**config.mk**
```make
export PLATFORM = sky130hd
export DESIGN_NAME = xvc_jtag_shift_engine
export DESIGN_NICKNAME = d
export VERILOG_FILES = /design/src/rtl/xvc_jtag_shift_engine.sv
export SDC_FILE = /design/constraint.sdc
export NUM_CORES = 1
export LEC_CHECK = 0
export ABC_AREA = 1
export CORE_MARGIN = 1.5
export CORE_UTILIZATION = 35
export DETAILED_ROUTE_END_ITERATION = 10
export PLACE_DENSITY_LB_ADDON = 0.2
export SLEW_MARGIN = 0
export SYNTH_ARGS = -nofsm -noshare
export SYNTH_HDL_FRONTEND = slang
export SYNTH_SLANG_ARGS = --single-unit
```
**constraint.sdc**
```tcl
create_clock -name clock -period 2 [get_ports clock]
set_input_delay 0.2 -clock clock [delete_from_list [all_inputs] [get_ports clock]]
set_output_delay 0.2 -clock clock [all_outputs]
set_load 0.02 [all_outputs]
```
**src/rtl/xvc_jtag_shift_engine.sv**
```systemverilog
// JTAG shift engine for the XVC "shift:"/"settck:" operations: streams TMS/TDI words
// out on TCK at a programmable rate and returns the captured TDO words.
module xvc_jtag_shift_engine #(
  parameter int WORD_W = 32,
  parameter int LEN_W  = 32,
  parameter int DIV_W  = 16
) (
  input  logic              clock,
  input  logic              reset,
  input  logic [DIV_W-1:0]  cfg_half_period,
  input  logic              cmd_valid,
  output logic              cmd_ready,
  input  logic [LEN_W-1:0]  cmd_nbits,
  input  logic              in_valid,
  output logic              in_ready,
  input  logic [WORD_W-1:0] in_tms,
  input  logic [WORD_W-1:0] in_tdi,
  output logic              out_valid,
  input  logic              out_ready,
  output logic [WORD_W-1:0] out_tdo,
  output logic              busy,
  output logic              jtag_tck,
  output logic              jtag_tms,
  output logic              jtag_tdi,
  input  logic              jtag_tdo
);

  localparam int IDX_W = (WORD_W > 1) ? $clog2(WORD_W) : 1;

  typedef enum logic [2:0] {IDLE, LOAD, LOW, HIGH, EMIT} state_t;

  state_t              state_reg, state_next;
  logic [LEN_W-1:0]    rem_reg, rem_next;
  logic [DIV_W-1:0]    half_reg, half_next;
  logic [DIV_W-1:0]    cnt_reg, cnt_next;
  logic [IDX_W-1:0]    idx_reg, idx_next;
  logic [IDX_W-1:0]    idx_inc;
  logic [WORD_W-1:0]   tms_word_reg, tms_word_next;
  logic [WORD_W-1:0]   tdi_word_reg, tdi_word_next;
  logic [WORD_W-1:0]   tdo_reg, tdo_next;
  logic                tck_reg, tck_next;
  logic                tms_reg, tms_next;
  logic                tdi_reg, tdi_next;
  logic                busy_reg, busy_next;

  assign idx_inc   = idx_reg + 1'b1;
  assign cmd_ready = (state_reg == IDLE);
  assign in_ready  = (state_reg == LOAD);
  assign out_valid = (state_reg == EMIT);
  assign out_tdo   = tdo_reg;
  assign busy      = busy_reg;
  assign jtag_tck  = tck_reg;
  assign jtag_tms  = tms_reg;
  assign jtag_tdi  = tdi_reg;

  always_comb begin
    state_next    = state_reg;
    rem_next      = rem_reg;
    half_next     = half_reg;
    cnt_next      = cnt_reg;
    idx_next      = idx_reg;
    tms_word_next = tms_word_reg;
    tdi_word_next = tdi_word_reg;
    tdo_next      = tdo_reg;
    tck_next      = tck_reg;
    tms_next      = tms_reg;
    tdi_next      = tdi_reg;
    busy_next     = busy_reg;

    case (state_reg)
      IDLE: begin
        // A zero-length shift is simply swallowed here.
        if (cmd_valid && (cmd_nbits != '0)) begin
          rem_next   = cmd_nbits;
          half_next  = cfg_half_period;
          busy_next  = 1'b1;
          tdo_next   = '0;
          state_next = LOAD;
        end
      end
      LOAD: begin
        if (in_valid) begin
          tms_word_next = in_tms;
          tdi_word_next = in_tdi;
          idx_next      = '0;
          cnt_next      = '0;
          tms_next      = in_tms[0];
          tdi_next      = in_tdi[0];
          state_next    = LOW;
        end
      end
      LOW: begin
        if (cnt_reg == half_reg) begin
          cnt_next          = '0;
          tck_next          = 1'b1;
          tdo_next[idx_reg] = jtag_tdo;
          state_next        = HIGH;
        end else begin
          cnt_next = cnt_reg + 1'b1;
        end
      end
      HIGH: begin
        if (cnt_reg == half_reg) begin
          cnt_next = '0;
          tck_next = 1'b0;
          rem_next = rem_reg - 1'b1;
          idx_next = idx_inc;
          if ((rem_reg == LEN_W'(1)) || (idx_reg == IDX_W'(WORD_W - 1))) begin
            state_next = EMIT;
          end else begin
            // New bit is presented on the falling TCK edge.
            tms_next   = tms_word_reg[idx_inc];
            tdi_next   = tdi_word_reg[idx_inc];
            state_next = LOW;
          end
        end else begin
          cnt_next = cnt_reg + 1'b1;
        end
      end
      EMIT: begin
        if (out_ready) begin
          if (rem_reg != '0) begin
            tdo_next   = '0;
            state_next = LOAD;
          end else begin
            busy_next  = 1'b0;
            state_next = IDLE;
          end
        end
      end
      default: state_next = IDLE;
    endcase
  end

  always_ff @(posedge clock) begin
    if (!reset) begin
      state_reg    <= IDLE;
      rem_reg      <= '0;
      half_reg     <= '0;
      cnt_reg      <= '0;
      idx_reg      <= '0;
      tms_word_reg <= '0;
      tdi_word_reg <= '0;
      tdo_reg      <= '0;
      tck_reg      <= 1'b0;
      tms_reg      <= 1'b0;
      tdi_reg      <= 1'b0;
      busy_reg     <= 1'b0;
    end else begin
      state_reg    <= state_next;
      rem_reg      <= rem_next;
      half_reg     <= half_next;
      cnt_reg      <= cnt_next;
      idx_reg      <= idx_next;
      tms_word_reg <= tms_word_next;
      tdi_word_reg <= tdi_word_next;
      tdo_reg      <= tdo_next;
      tck_reg      <= tck_next;
      tms_reg      <= tms_next;
      tdi_reg      <= tdi_next;
      busy_reg     <= busy_next;
    end
  end

endmodule

```
Yosys cells after proc, flatten, opt, wreduce, memory -nomap -nowiden --
Index checks and enable logic that the tools add are counted.
Word-level totals: input port bits 118, output and inout port bits 39, word-level logic and storage cells 100, register bits after elaboration 172
Cells by class: add/sub/neg operators 3, equal/unequal tests 15, $lt $le $gt $ge 3, multiplexer cells 44, reduce and logical (&&, ||, !) cells 23
Operators with widths (number):
- $mux 32 | 6
- $pmux 32 s3 | 1
- $pmux 32 s2 | 1
- $reduce_bool 32->1 | 2
- $bwmux 32 | 1
- $eq 32x1->1 const B | 1
- $mux 16 | 2
- $pmux 16 s2 | 1
- $sub 32x1->32 const B | 1
- $mux 3 | 6
- $add 16x1->16 const B | 1
- $eq 16x16->1 | 1
- $mux 1 | 15
- $pmux 3 s5 | 1
- $lt 5x6->1 const B | 2
- $bmux 1 s5 | 2
- $mux 5 | 2
- $ne 2x2->1 const B | 5
- $pmux 5 s2 | 1
- $reduce_and 5->1 | 2
- $reduce_bool 2->1 | 5
- $reduce_and 3->1 | 3
- $pmux 1 s2 | 4
- $reduce_and 4->1 | 2
- other kinds (14) | 20

Depth between registers and ports, before layout --
depth in word-level cells 7, mapped depth 14, depth with buffers taken out 13

Worst setup path before layout --
OpenSTA, ideal clock, no wires.
path kind reg-to-reg, start register idx_reg[0], end register tms_reg (netlist: jtag_tms), buffers on the path 2, path slack 0.133 ns, library setup time 0.117 ns, required time 1.883 ns, cell stages (with the launch flop) 14, period minus slack after synthesis 1.867 ns, arrival time 1.751 ns, path through dfxtp_1 > buf_2 > inv_2 > ha_1 > buf_1 > a21oi_1 > o21ai_0 > nand3_1 > nand3_1 > nand2_1 > nand2_1 > nand2_1 > nor3_1 > nor2_1
Between the ends: cells in the longest elaborated chain, start to end 6, elaborated cells on any way between the ends 10, classes of those cells add/sub: 1; eq/ne: 2; mux: 5; reduce/logical: 2
Ends and longest elaborated chain:
- start: declaration | line 36 | logic [IDX_W-1:0] idx_reg, idx_next;
- start signal: assignment | line 154 | idx_reg <= idx_next;
- $add 5x1->5 | line 46 | assign idx_inc = idx_reg + 1'b1;
- $bmux 1 s5 | line 112 | tms_next = tms_word_reg[idx_inc];
- $mux 1 (not written as such) | line 112
- $mux 1 | line 108 | if ((rem_reg == LEN_W'(1)) || (idx_reg == IDX_W'(WORD_W - 1))) begin
- $mux 1 | line 103 | if (cnt_reg == half_reg) begin
- $pmux 1 s2 | line 70 | case (state_reg)
- end signal: assignment | line 159 | tms_reg <= tms_next;
- end: declaration | line 42 | logic tms_reg, tms_next;
Parallel ways exist; a longest one is shown, timed or not. The select of a mux whose other input is x is not followed. A chain may end at the register's enable or synchronous reset.

Final worst setup path --
start register state_reg[0], end register cnt_reg[4]
Between the ends: cells in the longest elaborated chain, start to end 4, elaborated cells on any way between the ends 8, classes of those cells eq/ne: 4; mux: 1; reduce/logical: 3
Ends and longest elaborated chain:
- start: declaration | line 32 | state_t state_reg, state_next;
- start signal: assignment | line 150 | state_reg <= state_next;
- $eq 3x2->1 | line 70
- $reduce_or 2->1 (no source line)
- $reduce_bool 2->1 (no source line)
- $reduce_and 2->1 (no source line)
- end signal: assignment | line 153 | cnt_reg <= cnt_next;
- end: declaration | line 35 | logic [DIV_W-1:0] cnt_reg, cnt_next;
Parallel ways exist; a longest one is shown, timed or not.

==> out/results.tsv <==
stage	metric	value	unit
run_status	status	finished clean	
floorplan	die_w	172	um
layout	stdcell_area	0.0128	mm2
routing	wl_met1	13.3	mm
global_route	grt_pass1_wl	45.4	mm
timing	fin_skew	0.0167	ns
layout	fin_nets	1815	
floorplan	die_h	172	um
timing	hold_slack	0.225	ns
timing	setup_viol_count_final	0	
worst_setup_path	slowest_stage	dfxtp_2	
routing	top_layer_used	met5	
placed_design	place_hpwl	19.4	mm
routing	dr.pass1.iters	4	
worst_setup_path	worstPathCellList	inv_2 -> nor3_4 -> buf_4 -> nand2_4 -> nand2_2 -> inv_2 -> nor2_1 -> nand2_1 -> xor2_1 -> nor2_1	
timing	timing.final.hold_violations	0	
timing	post-route-min-period	1.87	ns
synth	syn-instance-count	1555	
cts	hold_buffers	0	
job	maxCapViolCount	0	
power	powerDensity	1150	mW/mm2
worst_setup_path	end_kind	register	
synth	netlist_area	0.00994	mm2
layout	syn2layout_area_growth	28.5	%
routing	wl_met3	1.32	mm
synth	syn_nets	1682	
floorplan	fp-row-count	61	
worst_setup_path	worst-path-stages	10	
global_route	grt_antenna_before_repair	1	
global_route	grt_pass1_vias	9190	
timing	timing.final.crit_share	93.6	%
routing	ant_nets	0	
floorplan	die_area	0.0294	mm2
routing	drt_iter0_drc	743	
placed_design	io_buffers	156	
cts	clk_latency	0.43	ns
hold_path	hold_path_depth	3	
worst_setup_path	cpPeakStageDelay	0.42	ns
routing	drc	0	
routing	vias	10100	
worst_setup_path	crit_family	simple AND/OR/NAND/NOR gates	
timing	final_max_slew_viol_count	0	
floorplan	core_area	0.0279	mm2
synth	avgSynthCellArea	6.40	um2
placed_design	routabilityCongestion	0.833	
global_route	grt-ovfl-total	0	
global_route	grt_max_degree	67	
power	power_leakage	5.29	nW
cts	cts_tree	done	
layout	fill_cells	2880	
layout	drive_gt1_share	8.94	%
floorplan	io_pins	157	
power	irDropWorstVdd	0.662	mV
timing	setup_tns	0	ns
global_route	grt.total_usage	19.2	%
timing	rsz0062_at_grt	yes	
worst_setup_path	worstSetupStartpointType	register	
timing	fmax	534	MHz
routing	routed_wl	28.3	mm
routing	met2_length	13.4	mm
worst_setup_path	required	2.36	ns
cts	root_buffer	clkbuf_16	
hold_path	hp-class	input port to register	
routing	wl_per_cell	13.6	um
timing	slew-limit-headroom	72.6	%
routing	viasPerCell	4.86	
worst_setup_path	r2r_cells	10	
cts	clockBufferDepth	2	
layout	num_antenna_cells	0	
synth	synth_cell_types	41	
worst_setup_path	worstSetupPathType	register to register	
synth	ys_ff_latch	172	
cts	clock_sinks	172	
cts	cts_buffers	17	
worst_setup_path	crit_buf_inv	3	
timing	worst_slew_pin_slew	0.410	ns
worst_setup_path	arrival	2.23	ns
placed_design	dpl-instance-area	0.0120	mm2
cts	htree_levels	4	
floorplan	initial_core_util	35.7	%
cts	clk_pin_slew	0.08	ns
power	p_total	14.7	mW
worst_setup_path	critPathMaxFanout	11	
synth	synth_warnings	0	
synth	yosysSeqAreaShare	34.6	%
[per-stage QoR]
stage                     cells  util (%)  setup slack (ns)
after floorplan            1555         -             0.133
after global placement     2043      43.2            -0.131
after detailed placement   2043      43.2            -0.149
after CTS                  2076      45.4            0.0313
after global routing       2079      45.9           -0.0327
final                      2079      45.9             0.128
[timing repair]
item	CTS	global route
resized for setup	5	29
setup buffers	1	1
endpoints found under the hold margin	0	0
cloned	0	2
setup endpoints to repair	3	79
pin swaps	1	3
[synthesized netlist by cell type]
cell type | count | area share, %
nand2_1 | 317 | 12
nor2_1 | 217 | 8.2
inv_1 | 189 | 7.1
dfxtp_1 | 172 | 35
a21oi_1 | 123 | 6.2
o21ai_0 | 113 | 5.7
nand3_1 | 94 | 4.7
nand4_1 | 73 | 4.6
clkbuf_1 | 49 | 1.8
o21ai_1 | 28 | 1.4
xor2_1 | 23 | 2.0
buf_2 | 22 | 1.1
o211ai_1 | 13 | 0.98
buf_6 | 12 | 1.4
inv_2 | 11 | 0.42
o31ai_1 | 11 | 0.83
ha_1 | 9 | 1.1
nor3_1 | 9 | 0.45
nand2_2 | 8 | 0.50
nor2_2 | 7 | 0.44
xnor2_1 | 7 | 0.62
a21oi_2 | 6 | 0.53
buf_1 | 6 | 0.23
or2_2 | 6 | 0.38
o21bai_1 | 5 | 0.38
a211oi_1 | 3 | 0.23
nor2_4 | 3 | 0.34
buf_4 | 2 | 0.15
clkinv_1 | 2 | 0.076
nor4_1 | 2 | 0.13
o211a_1 | 2 | 0.20
or2_1 | 2 | 0.13
a31oi_1 | 1 | 0.063
and2_1 | 1 | 0.063
and3_1 | 1 | 0.063
nand2_4 | 1 | 0.11
nand2_8 | 1 | 0.20
nor2_8 | 1 | 0.20
nor3_4 | 1 | 0.16
nor3b_1 | 1 | 0.076
o22ai_1 | 1 | 0.063
[layer usage]
metal  up-vias  global-route usage [%]
met5         -                       0
met4         2                    4.20
met3        15                    3.50
met2       245                    32.1
met1      4535                    25.7
li1       5312                       -
[layout make-up]
type	count	area [um2]	area share (%)
clock buffers	17	425	3.33
well taps	378	473	3.70
clock inverters	15	181	1.42
repair buffers	203	2080	16.3
multi-input cells	1092	5410	42.3
flip-flops and latches	172	3450	27.0
inverters	202	766	5.99
[path summary, 6_finish.rpt]
path | start | end | slack (ns)
max | state_reg[0]$_SDFFE_PN0P_ | cnt_reg[4]$_SDFFE_PN0P_ | 0.13
max reg2reg | state_reg[0]$_SDFFE_PN0P_ | cnt_reg[4]$_SDFFE_PN0P_ | 0.13
min | reset | tms_word_reg[14]$_SDFFE_PN0P_ | 0.22
min reg2reg | half_reg[0]$_SDFFE_PN0P_ | half_reg[0]$_SDFFE_PN0P_ | 0.46
[cell usage in the layout, fill, tap and decap left out, types with 3 or more instances in the layout]
cell type and n:
a211oi_1 3, a21oi_1 123, a21oi_2 5, buf_12 13, buf_4 33, clkbuf_16 17, clkdlybuf4s50_1 152, clkinv_8 5
dfxtp_1 165, dfxtp_2 7, dlygate4sd2_1 3, ha_1 9, inv_1 187, inv_2 13, inv_6 7, nand2_1 315
nand2_2 9, nand2_8 4, nand3_1 93, nand4_1 73, nor2_1 209, nor2_2 10, nor2_4 8, nor3_1 7
o211ai_1 13, o21ai_0 113, o21ai_1 28, o21bai_1 5, o31ai_1 11, or2_2 6, xnor2_1 7, xor2_1 23
[worst min-delay path: cells and delay by family]
family	cells	cell delay, ns
buffers and inverters	1	0.24
AO/OA/AOI/OAI	2	0.16
[power by group]
part | total (mW) | switching (mW) | internal [mW] | leakage [nW]
combinational | 6.69 | 4.14 | 2.55 | 3.59
sequential | 4.60 | 0.528 | 4.08 | 1.40
clock | 3.39 | 1.68 | 1.71 | 0.295
total | 14.7 | 6.35 | 8.33 | 5.29
[cells by family after synthesis]
kind of cell,count (synthesis),synth area share (%)
flip-flops,172,34.6
XOR/XNOR,30,2.64
AND/OR/NAND/NOR,745,32.7
AO/OA/AOI/OAI,306,16.6
buffers and inverters,293,12.3
adder cells (fa/ha/maj),9,1.13
Power figures use the tool's default switching activity.
